### src/rtl/ram_ctrl_pkg.sv
// Shared types and constants for the RAM access controller slice.
package ram_ctrl_pkg;

  localparam int DEF_ADDR_W = 1;
  localparam int DEF_DATA_W = 8;
  localparam int DEPTH      = 2 ** DEF_ADDR_W;

  localparam logic OP_RD = 1'b0;
  localparam logic OP_WR = 1'b1;

  typedef enum logic [2:0] {
    IDLE,
    WR,
    RD_ADDR,
    RD_CAP,
    FILL,
    VRD_ADDR,
    VRD_CAP
  } state_t;

  function automatic int depth_of(input int addr_w);
    return 2 ** addr_w;
  endfunction

endpackage

### src/rtl/ram_access_ctrl_if.sv
// Host-side request/response/fill channel of the RAM access controller.
interface ram_access_ctrl_if #(
  parameter int ADDR_W = 1,
  parameter int DATA_W = 8
);
  // A request transfers on a rising edge where req_valid and req_ready are both 1;
  // the master holds req_we/req_addr/req_wdata stable while req_valid waits for ready.
  // rsp_valid is an unconditional one-cycle pulse with no back-pressure.
  logic              req_valid;
  logic              req_ready;
  logic              req_we;
  logic [ADDR_W-1:0] req_addr;
  logic [DATA_W-1:0] req_wdata;
  logic              rsp_valid;
  logic [DATA_W-1:0] rsp_rdata;
  logic              fill_start;
  logic [DATA_W-1:0] fill_value;

  modport master (
    output req_valid, req_we, req_addr, req_wdata, fill_start, fill_value,
    input  req_ready, rsp_valid, rsp_rdata
  );

  modport slave (
    input  req_valid, req_we, req_addr, req_wdata, fill_start, fill_value,
    output req_ready, rsp_valid, rsp_rdata
  );

endinterface

### src/rtl/ram_fill_counter.sv
// Address counter for the fill sweep: restart, advance, terminal count at the top address.
module ram_fill_counter #(
  parameter int W = 1
) (
  input  logic         clk,
  input  logic         clear,
  input  logic         start,
  input  logic         en,
  output logic [W-1:0] count,
  output logic         tc
);

  assign tc = en && (&count);

  // Returns to 0 on the last step so the next fill begins at address 0.
  always_ff @(posedge clk or negedge clear) begin
    if (!clear) begin
      count <= '0;
    end else if (start) begin
      count <= '0;
    end else if (en) begin
      count <= tc ? '0 : count + 1'b1;
    end
  end

endmodule

### src/rtl/ram_access_ctrl.sv
// Sequencer for a single-port RAM: valid/ready requests, read-response pulse, hardware fill.
// Optional write readback check enabled by defining RAM_ACCESS_CTRL_VERIFY_EN.
module ram_access_ctrl
  import ram_ctrl_pkg::*;
#(
  parameter int ADDR_W = DEF_ADDR_W,
  parameter int DATA_W = DEF_DATA_W
) (
  input  logic              clk,
  input  logic              clear,
  ram_access_ctrl_if.slave  host,
  output logic              busy,
  output logic [ADDR_W-1:0] ram_addr,
  output logic              ram_r_w,
  output logic [DATA_W-1:0] ram_din,
  input  logic [DATA_W-1:0] ram_dout,
`ifdef RAM_ACCESS_CTRL_VERIFY_EN
  output logic              verify_err,
`endif
  output state_t            dbg_state
);

  state_t            state, state_nx;
  logic [ADDR_W-1:0] addr_q;
  logic [DATA_W-1:0] din_q;
  logic [ADDR_W-1:0] fill_cnt;
  logic              fill_tc;
  logic              fill_go;
  logic              fill_en;
  logic              accept;
  logic              rsp_valid_q;
  logic [DATA_W-1:0] rsp_rdata_q;

  always_ff @(posedge clk or negedge clear) begin
    if (!clear) state <= IDLE;
    else        state <= state_nx;
  end

  always_comb begin
    state_nx = state;
    case (state)
      IDLE: begin
        if (fill_go)     state_nx = FILL;
        else if (accept) state_nx = (host.req_we == OP_WR) ? WR : RD_ADDR;
      end
`ifdef RAM_ACCESS_CTRL_VERIFY_EN
      WR:       state_nx = VRD_ADDR;
      VRD_ADDR: state_nx = VRD_CAP;
      VRD_CAP:  state_nx = IDLE;
`else
      WR:       state_nx = IDLE;
`endif
      RD_ADDR:  state_nx = RD_CAP;
      RD_CAP:   state_nx = IDLE;
      FILL:     if (fill_tc) state_nx = IDLE;
      default:  state_nx = IDLE;
    endcase
  end

  // Fill wins over a simultaneous request, which simply sees req_ready low.
  always_comb begin
    fill_go        = (state == IDLE) && host.fill_start;
    host.req_ready = clear && (state == IDLE) && !host.fill_start;
    accept         = host.req_valid && host.req_ready;
    fill_en        = (state == FILL);
    ram_r_w        = (state == WR) || (state == FILL);
    ram_addr       = fill_en ? fill_cnt : addr_q;
    ram_din        = din_q;
    busy           = (state != IDLE);
  end

  // din_q only changes on a write or fill launch, so ram_din holds between operations.
  always_ff @(posedge clk or negedge clear) begin
    if (!clear) begin
      addr_q      <= '0;
      din_q       <= '0;
      rsp_valid_q <= 1'b0;
      rsp_rdata_q <= '0;
    end else begin
      rsp_valid_q <= (state == RD_CAP);
      if (state == RD_CAP) rsp_rdata_q <= ram_dout;
      if (fill_go) begin
        din_q <= host.fill_value;
      end else if (accept) begin
        addr_q <= host.req_addr;
        if (host.req_we == OP_WR) din_q <= host.req_wdata;
      end
    end
  end

`ifdef RAM_ACCESS_CTRL_VERIFY_EN
  always_ff @(posedge clk or negedge clear) begin
    if (!clear)                                    verify_err <= 1'b0;
    else if (state == VRD_CAP && ram_dout != din_q) verify_err <= 1'b1;
  end
`endif

  ram_fill_counter #(.W(ADDR_W)) u_fill_cnt (
    .clk   (clk),
    .clear (clear),
    .start (fill_go),
    .en    (fill_en),
    .count (fill_cnt),
    .tc    (fill_tc)
  );

  assign host.rsp_valid = rsp_valid_q;
  assign host.rsp_rdata = rsp_rdata_q;
  assign dbg_state      = state;

endmodule

### src/flat_wrapper.sv
// flat-port wrapper written by rule: the top's interface ports become plain ports
module ram_access_ctrl_flat import ram_ctrl_pkg::*;
#(
  parameter int ADDR_W = DEF_ADDR_W,
  parameter int DATA_W = DEF_DATA_W
)
  (clk, clear, busy, ram_addr, ram_r_w, ram_din, ram_dout, dbg_state, host_req_valid, host_req_we, host_req_addr, host_req_wdata, host_fill_start, host_fill_value, host_req_ready, host_rsp_valid, host_rsp_rdata);
  ram_access_ctrl_if #(.ADDR_W(ADDR_W), .DATA_W(DATA_W)) host_i ();
  input  logic clk;
  input  logic clear;
  output logic busy;
  output logic [ADDR_W-1:0] ram_addr;
  output logic ram_r_w;
  output logic [DATA_W-1:0] ram_din;
  input  logic [DATA_W-1:0] ram_dout;
  output state_t dbg_state;
  input wire logic [$bits(host_i.req_valid)-1:0] host_req_valid;
  input wire logic [$bits(host_i.req_we)-1:0] host_req_we;
  input wire logic [$bits(host_i.req_addr)-1:0] host_req_addr;
  input wire logic [$bits(host_i.req_wdata)-1:0] host_req_wdata;
  input wire logic [$bits(host_i.fill_start)-1:0] host_fill_start;
  input wire logic [$bits(host_i.fill_value)-1:0] host_fill_value;
  output wire logic [$bits(host_i.req_ready)-1:0] host_req_ready;
  output wire logic [$bits(host_i.rsp_valid)-1:0] host_rsp_valid;
  output wire logic [$bits(host_i.rsp_rdata)-1:0] host_rsp_rdata;
  assign host_i.req_valid = host_req_valid;
  assign host_i.req_we = host_req_we;
  assign host_i.req_addr = host_req_addr;
  assign host_i.req_wdata = host_req_wdata;
  assign host_i.fill_start = host_fill_start;
  assign host_i.fill_value = host_fill_value;
  assign host_req_ready = host_i.req_ready;
  assign host_rsp_valid = host_i.rsp_valid;
  assign host_rsp_rdata = host_i.rsp_rdata;
  ram_access_ctrl #(.ADDR_W(ADDR_W), .DATA_W(DATA_W)) u_core (.clk(clk), .clear(clear), .host(host_i), .busy(busy), .ram_addr(ram_addr), .ram_r_w(ram_r_w), .ram_din(ram_din), .ram_dout(ram_dout), .dbg_state(dbg_state));
endmodule
### config.mk
export PLATFORM = sky130hd
export DESIGN_NAME = ram_access_ctrl_flat
export DESIGN_NICKNAME = d
export VERILOG_FILES = /design/src/rtl/ram_ctrl_pkg.sv /design/src/rtl/ram_access_ctrl_if.sv /design/src/rtl/ram_fill_counter.sv /design/src/rtl/ram_access_ctrl.sv /design/src/flat_wrapper.sv
export SDC_FILE = /design/constraint.sdc
export NUM_CORES = 1
export LEC_CHECK = 0
export CAP_MARGIN = 15
export CORE_AREA = 5 5 47 70
export DETAILED_ROUTE_END_ITERATION = 8
export DIE_AREA = 0 0 52 75
export PLACE_DENSITY = 0.86
export SLEW_MARGIN = 20
export SYNTH_ARGS = -nofsm -noshare
export SYNTH_HDL_FRONTEND = slang
export SYNTH_HIERARCHICAL = 1
export SYNTH_SLANG_ARGS = --single-unit
### constraint.sdc
create_clock -name clk -period 3.89 [get_ports clk]
set_input_delay 0.778 -clock clk [delete_from_list [all_inputs] [get_ports clk]]
set_output_delay 0.778 -clock clk [all_outputs]
set_load 0.05 [all_outputs]
# Word level (Yosys, flattened, before mapping)
# Cells that the tools add are included.
[word_totals]
ff_bits = 22
inputBits = 30
[op_classes]
n_eq_ne = 6
n_addsub = 1
n_bitwise = 1
muxes = 12
n_reduce_logical = 15
[ops]
columns = ["op", "n"]
rows = [
  ["8-bit 2-to-1 mux", 3],
  ["3-bit 2-to-1 mux", 3],
  ["3-bit one-hot mux with 3 select lines", 1],
  ["3-bit by 2-bit equality test with 1-bit output (second input constant)", 2],
  ["2-bit AND reduction", 3],
  ["2-bit nonzero test", 3],
  ["1-bit logical AND", 5],
  ["1-bit 2-to-1 mux", 4],
  ["3-bit by 1-bit equality test with 1-bit output (second input constant)", 1],
  ["3-bit equality test (second input constant)", 1],
  ["3-bit zero test", 1],
  ["3-bit by 1-bit != test with 1-bit output (second input constant)", 1],
  ["3-bit nonzero test", 1],
  ["2-bit 2-to-1 mux", 1],
  ["2-bit by 1-bit != test with 1-bit output (second input constant)", 1],
  ["1-bit adder (second input constant)", 1],
  ["1-bit zero test", 1],
  ["1-bit logical OR", 1],
  ["1-bit inverter", 1],
]

# Depth between registers and ports, before layout
# Gate-level depths: netlist of the first run.
[logic_depth]
ltp_word = 7
ltp_mapped = 5
ltp_nobuf = 4

# By module
# Netlist of the first run, hierarchy kept.
[modules_own_cells]
columns = ["mod", "n_inst", "cells_per_inst", "area_per_inst_um2", "seq_area_each_um2"]
rows = [
  ["ram_access_ctrl", 1, 78, 979.7, 525.5],
  ["ram_fill_counter", 1, 4, 45.0, 25.0],
]

# Worst setup path before layout of the first run
# Ideal clock, no wire load.
[synth_path]
path_type = "register to output"
from = "reg u_core.state[0] (netlist: u_core/dbg_state[0])"
to = "out host_req_ready"
setup_slack_ns = 0.659
stages_incl_launch_ff = 4
arrival_time_ns = 2.453
n_path_buf = 1
required_ns = 3.112
cell_sequence = "dfrtp_1 or3_1 buf_2 nor3b_1"
[synth_via]
elab_chain_cells = 3
[synth_rtl]
columns = ["item", "line", "text"]
rows = [
  ["from (decl)", "ram_access_ctrl.sv:23", "state_t state, state_nx;"],
  ["from (signal assigned)", "ram_access_ctrl.sv:36", "else state <= state_nx;"],
  ["3-bit zero test", "ram_access_ctrl.sv:63", "host.req_ready = clear && (state == IDLE) && !host.fill_start;"],
  ["1-bit logical AND (2 in a row)", "ram_access_ctrl.sv:63", ""],
  ["to (decl)", "flat_wrapper.sv:23", "output wire logic [$bits(host_i.req_ready)-1:0] host_req_ready;"],
]
# Every way passes these cells.

# Final worst setup path of the first run
[layout_path]
from = "reg u_core.state[0] (netlist: u_core/dbg_state[0])"
to = "out ram_addr"
[layout_via]
elab_chain_cells = 2
[layout_rtl]
columns = ["item", "line", "text"]
rows = [
  ["3-bit equality test", "ram_access_ctrl.sv:65", "fill_en = (state == FILL);"],
  ["named net u_core.fill_en", "ram_access_ctrl.sv:29", "logic fill_en;"],
  ["1-bit 2-to-1 mux", "ram_access_ctrl.sv:67", "ram_addr = fill_en ? fill_cnt : addr_q;"],
  ["to (decl)", "flat_wrapper.sv:12", "output logic [ADDR_W-1:0] ram_addr;"],
]
# The timed path passes the listed nets, and every way through them passes these cells.

==> results.json, run 1 <==
{
  "worstSetupStartpointType": "flop",
  "finalHoldViolations": 0,
  "grt_start_max_net_pins": 24,
  "routed-via-count": 849,
  "htree_levels": 1,
  "nets": 168,
  "worst_path_buffer_plus_inverter_count": 1,
  "initial_core_util": 0.391,
  "timing.final.crit_share": 0.777,
  "reg2reg_setup_slack_ns": 1.81,
  "globalRouteTotalUtil": 0.146,
  "ys_async_sr_fraction": 1.00,
  "slew_headroom": 0.640,
  "die-area_um2": 3900,
  "cp_cell_sequence": "nor3b_1, mux2_2, clkdlybuf4s50_1",
  "net-switching-power_mw": 0.769,
  "dominantRegCellSynth": "sky130_fd_sc_hd__dfrtp_1",
  "drt_drc_violations_left": 0,
  "sum_of_routed_wire_length_over_all_layers_mm": 2.67,
  "final_layout_size_suffix_gt1_frac": 0.124,
  "finalSetupViolations": 0,
  "grt.met3_usage": 0.0614,
  "port_buffers": 53,
  "postPlaceCellArea_um2": 1600,
  "power.internal_mw": 0.798,
  "arrival_ns": 2.24,
  "report.final.slew_viol_count": 0,
  "ir_drop_v": 0.000638,
  "first_global_vias": 910,
  "area.growth.synth_to_final_pct": 61.3,
  "seqPwrFrac": 0.261,
  "global_route_wire_length_before_repair_mm": 4.25,
  "timing_worst_slew_pin_value_ns": 0.538,
  "syn_area_um2": 1020,
  "finalSetupTns_ns": 0,
  "synth_enable_flop_cells": 0,
  "yosys-top-cells-area": "sky130_fd_sc_hd__dfrtp_1 (54%), sky130_fd_sc_hd__mux2_2 (11%), sky130_fd_sc_hd__mux2i_1 (7.8%)",
  "antenna-diode-count": 0,
  "timing.critical_path.from": "u_core/dbg_state[0]$_DFFE_PN0P_",
  "postSynthNetCount": 112,
  "hold_slack_ns": 0.506,
  "worst_path_max_delay_cell": "sky130_fd_sc_hd__clkdlybuf4s50_1",
  "post_cts_sizing": 0,
  "dp.final_hpwl_mm": 2.16,
  "switching_share": 0.491,
  "tritoncts_clock_tree": "built",
  "synth_cell_type_count": 22,
  "finalInstanceArea_um2": 1650,
  "fill_cells": 196,
  "grt_util_met2": 0.249,
  "buffer_levels_on_the_longest_clock_path": 2,
  "antenna_found_initial": 0,
  "ios": 54,
  "hold_path.class": "reg2reg",
  "relative_contribution_of_combinational_cells_to_total_power": 0.639,
  "cts.clk_slew.worst_paths_ns": 0.07,
  "coreArea_um2": 2620,
  "synth-seq-area-share": 0.537,
  "cts.sink_count": 22,
  "clock_insertion_delay_worst_skew_ns": 0.25,
  "static-leakage-power_nw": 0.723,
  "crit_required_ns": 3.11,
  "final_min_period_ns": 3.02,
  "critical_path.reg2reg.startpoint": "u_core/dbg_state[0]$_DFFE_PN0P_",
  "layout.core_utilization": 0.631,
  "mostFrequentLayoutCells": "sky130_fd_sc_hd__clkdlybuf4s50_1 (52), sky130_fd_sc_hd__dfrtp_1 (22), sky130_fd_sc_hd__mux2_2 (10)",
  "multiInputGateArea_um2": 442,
  "synthesis.area_per_instance_um2": 12.5,
  "skew_ns": 0.00234,
  "timing.max_cap.violations": 0,
  "synth_top_cell_by_area": "sky130_fd_sc_hd__dfrtp_1",
  "routed_wire_length_per_instance_um": 15.3,
  "grt_overflow": 0,
  "antenna_violating_nets_post_route": 0,
  "design_power_total_mw": 1.57,
  "layout_commonest_cell": "sky130_fd_sc_hd__clkdlybuf4s50_1",
  "synth.top_cell.area_share": 0.537,
  "dieWidth_um": 52,
  "synth_cells": 82,
  "postCtsHoldBufs": 0,
  "postCtsSetupRepairBufs": 0,
  "clockRootBuffer": "sky130_fd_sc_hd__clkbuf_8",
  "timing.critical_path.fanout_max": 7,
  "worstSetupPathType": "reg2out",
  "timing.hold.worst.start": "u_core/ram_din[6]$_DFFE_PN0P_",
  "most_heavily_used_metal_layer_in_global_routing": "met2",
  "num_rows": 23,
  "cts-buffers-inserted": 3,
  "first_iter_violations": 10,
  "synth-seq-cells": 22,
  "worst_path_dominant_cell_family": "buffers and inverters",
  "critical-path-max-stage-delay_ns": 0.70,
  "setup_repair_after_global_routing_missed_its_margin": "no",
  "globalplace.congestion": 0.734,
  "power.clock.fraction": 0.100,
  "avgViaCountPerCell": 4.88,
  "upper_clock_frequency_limit_ghz": 0.331,
  "power_density_nw_per_um2": 948,
  "synth-warning-count": 6,
  "sequential_standard_cell_area_um2": 551,
  "detailedRoute.firstPassIterationCount": 4,
  "run_status": "completed",
  "grt_util_met1": 0.159,
  "die_y_um": 75,
  "cp-end-kind": "output pin"
}
==> per-stage QoR <==
step                      worst slack, ns  cells
after CTS                           0.845    174
after floorplan                     0.659     82
after global placement               1.06    170
final                               0.869    174
after detailed placement            0.983    170
after global routing                0.774    174
==> power by group through the flow <==
stage | Clock [mW] | Sequential, mW | Combinational (mW)
floorplan | 0 | 0.737 | 0.350
global placement | 0 | 0.409 | 0.987
detailed placement | 0 | 0.409 | 1.01
CTS | 0.163 | 0.409 | 1.01
global route | 0.170 | 0.424 | 1.04
finish | 0.157 | 0.409 | 1.00
==> path summary, 6_finish.rpt <==
check	endpoint	cells after the start
worst max-delay path	ram_addr	3
worst min-delay path	u_core/ram_din[6]$_DFFE_PN0P_	1
worst max register to register	u_core/ram_din[3]$_DFFE_PN0P_	3
worst min register to register	u_core/ram_din[6]$_DFFE_PN0P_	1
max in group asynchronous	u_core/ram_din[2]$_DFFE_PN0P_	2
min in group asynchronous	u_core/ram_din[3]$_DFFE_PN0P_	2
==> cells by family after synthesis <==
group | Yosys count | share of synthesized area
DFF | 22 | 0.537
and+or+nand+nor | 22 | 0.129
muxes | 18 | 0.188
AOI/OAI and AO/OA | 12 | 0.0965
buffers and inverters | 6 | 0.0317
xor gates and xnor gates | 2 | 0.0171
==> cells in the mapped netlist (2+ instances only) <==
library cell / n
sky130_fd_sc_hd__and2_1: 8
sky130_fd_sc_hd__buf_2: 2
sky130_fd_sc_hd__dfrtp_1: 22
sky130_fd_sc_hd__inv_1: 3
sky130_fd_sc_hd__mux2_2: 10
sky130_fd_sc_hd__mux2i_1: 8
sky130_fd_sc_hd__nand2_1: 2
sky130_fd_sc_hd__nor2_1: 3
sky130_fd_sc_hd__nor3b_1: 2
sky130_fd_sc_hd__o2bb2ai_1: 8
sky130_fd_sc_hd__o31ai_1: 2
sky130_fd_sc_hd__xnor2_1: 2
==> registers in the layout, indices dropped and copies added, names as in the netlist <==
| register | cells |
|---|---|
| u_core/host.rsp_rdata | 8 |
| u_core/ram_din | 8 |
| u_core/dbg_state | 3 |
| u_core/addr_q | 1 |
| u_core/host.rsp_valid | 1 |
| u_core/u_fill_cnt/count | 1 |
==> area by class of cell <==
class                           count  share of cell area
Clock buffer                        4              0.0333
Tap cell                           37              0.0280
Sequential cell                    22               0.333
Multi-Input combinational cell     54               0.267
Inverter                            3             0.00681
Timing Repair Buffer               54               0.332
==> metal layers <==
layer	wire (µm)	vias to the layer above	share of wire
li1	-	399	-
met1	976	412	0.37
met2	1430	34	0.54
met3	222	4	0.083
met4	39	0	0.015
met5	0	-	0
Power figures use the tool's default switching activity.
==> run 2: changes to the inputs <==
CORE_AREA = 5 5 49 72   (was 5 5 47 70)
DIE_AREA = 0 0 54 77   (was 0 0 52 75)
PLACE_DENSITY = 0.81   (was 0.86)
clock period = 2.8 ns   (was 3.89 ns; I/O delays follow)
==> run 2 against run 1 <==
  * Worst setup slack got worse by 0.74 ns
  * Sequential power rose by 40%
  * Clock skew rose by 0.0014 ns
  * Final area rose by 0.53%
  * Critical path depth did not move
  * Via count rose by 0.24%
  * Sequential share of layout area fell by 0.18 points
  * Combinational power rose by 42%
  * Global-route usage fell by 0.21 points
  * Highest routed layer unchanged
==> results.json, run 2 (synthesized netlist as in run 1, its figures left out) <==
{
  "first_global_vias": 932,
  "mostFrequentLayoutCells": "sky130_fd_sc_hd__clkdlybuf4s50_1 (52), sky130_fd_sc_hd__dfrtp_1 (22), sky130_fd_sc_hd__mux2_2 (10)",
  "htree_levels": 1,
  "cp_cell_sequence": "nor3b_1, mux2_2, clkdlybuf4s50_1",
  "hold_path.class": "reg2reg",
  "postLayoutSetupSlackWorst_ns": 0.124,
  "cts.sink_count": 22,
  "worstSetupStartpointType": "flop",
  "nets": 170,
  "final_layout_size_suffix_gt1_frac": 0.138,
  "final_min_period_ns": 2.68,
  "ios": 54,
  "critical-path-max-stage-delay_ns": 0.71,
  "die-area_um2": 4160,
  "sum_of_routed_wire_length_over_all_layers_mm": 2.77,
  "worstSetupPathType": "reg2out",
  "routed_wire_length_per_instance_um": 15.6,
  "grt_start_max_net_pins": 24,
  "most_heavily_used_metal_layer_in_global_routing": "met2",
  "timing.hold.worst.start": "u_core/ram_din[2]$_DFFE_PN0P_",
  "dp.final_hpwl_mm": 2.21,
  "postCtsHoldBufs": 0,
  "port_buffers": 53,
  "skew_ns": 0.00377,
  "antenna-diode-count": 0,
  "cts-buffers-inserted": 3,
  "cts.clk_slew.worst_paths_ns": 0.07,
  "tritoncts_clock_tree": "built",
  "timing.critical_path.from": "u_core/dbg_state[0]$_DFFE_PN0P_",
  "avgViaCountPerCell": 4.81,
  "static-leakage-power_nw": 0.727,
  "coreArea_um2": 2850,
  "finalHoldViolations": 0,
  "drt_drc_violations_left": 0,
  "power_density_nw_per_um2": 1310,
  "finalSetupViolations": 0,
  "design_power_total_mw": 2.18,
  "report.final.slew_viol_count": 0,
  "worst_path_buffer_plus_inverter_count": 1,
  "area.growth.synth_to_final_pct": 62.1,
  "timing.final.crit_share": 0.956,
  "dieWidth_um": 54,
  "num_rows": 24,
  "timing_worst_slew_pin_value_ns": 0.540,
  "grt_util_met2": 0.261,
  "ir_drop_v": 0.000838,
  "initial_core_util": 0.359,
  "postCtsSetupRepairBufs": 0,
  "timing.max_cap.violations": 0,
  "timing.critical_path.fanout_max": 7,
  "clock_insertion_delay_worst_skew_ns": 0.25,
  "cp-end-kind": "output pin",
  "run_status": "completed",
  "post_cts_sizing": 0,
  "globalplace.congestion": 0.731,
  "buffer_levels_on_the_longest_clock_path": 2,
  "antenna_found_initial": 0,
  "crit_required_ns": 2.24,
  "worst_path_max_delay_cell": "sky130_fd_sc_hd__clkdlybuf4s50_1",
  "die_y_um": 77,
  "upper_clock_frequency_limit_ghz": 0.374,
  "first_iter_violations": 12,
  "arrival_ns": 2.12,
  "grt_util_met1": 0.160,
  "global_route_wire_length_before_repair_mm": 4.39,
  "hold_slack_ns": 0.495,
  "grt.met3_usage": 0.0213,
  "antenna_violating_nets_post_route": 0,
  "detailedRoute.firstPassIterationCount": 4,
  "setup_repair_after_global_routing_missed_its_margin": "no",
  "routed-via-count": 851,
  "grt_overflow": 0,
  "finalSetupTns_ns": 0,
  "layout_commonest_cell": "sky130_fd_sc_hd__clkdlybuf4s50_1",
  "worst_path_dominant_cell_family": "buffers and inverters",
  "pre_cts_ws_ns": 0.375,
  "globalRouteTotalUtil": 0.144,
  "clockRootBuffer": "sky130_fd_sc_hd__clkbuf_8",
  "critical_path.reg2reg.startpoint": "u_core/dbg_state[0]$_DFFE_PN0P_",
  "slew_headroom": 0.639
}
run 2: cell count changes in the layout (fill, tap and decap cells not counted):
| cell | change |
|---|---|
| sky130_fd_sc_hd__buf_4 | +2 |
| sky130_fd_sc_hd__nor3b_1 | -1 |
| sky130_fd_sc_hd__clkbuf_8 | -1 |
| sky130_fd_sc_hd__nor3b_2 | +1 |
run 2: worst register-to-register path: cells and delay by family, from the launching register on:
kind	cells	cell delay, ns
and+or+nand+nor	1	0.56
DFF	1	0.45
AOI/OAI and AO/OA	2	0.61
run 2: metal layers:
metal,up-vias,part of all wire
met5,-,0
met4,0,0.0098
met3,2,0.047
met2,25,0.59
met1,420,0.35
li1,404,-
run 2: power by group:
group / switching [mW] / total [mW] / internal [mW] / leakage, nW
sequential: 0.105 / 0.572 / 0.467 / 0.270
clock: 0.0883 / 0.184 / 0.0956 / 0.0216
combinational: 0.889 / 1.42 / 0.536 / 0.436
run 2: per-stage QoR:
stage	std cells	utilization	area, µm²
final	177	0.582	1660
after global routing	177	0.582	1660
after CTS	177	0.582	1660
after detailed placement	174	0.568	1620
after global placement	174	0.568	1620
after floorplan	82	-	1030
run 2: layout make-up:
type / instances / area (µm²)
sequential: 22 / 551
fill: 245 / 1190
clock buffer: 3 / 41.3
timing repair buffer: 56 / 563
multi-input combinational: 54 / 447
tap: 39 / 48.8
inverter: 3 / 11.3
run 2: path summary, 6_finish.rpt:
kind / end / slack, ns / cells past startpoint
max: ram_addr / 0.12 / 3
min: u_core/ram_din[2]$_DFFE_PN0P_ / 0.50 / 1
max reg2reg: u_core/ram_din[6]$_DFFE_PN0P_ / 1.06 / 3
min reg2reg: u_core/ram_din[2]$_DFFE_PN0P_ / 0.50 / 1
max in group asynchronous: u_core/dbg_state[0]$_DFFE_PN0P_ / 1.88 / 2
min in group asynchronous: u_core/host.rsp_rdata[4]$_DFFE_PN0P_ / 0.70 / 2
==> run 3: changes to the inputs <==
SLEW_MARGIN = 40   (was 20)
==> results of run 3 <==
Same layout as run 2: the final DEF is identical, and so are final timing and power.
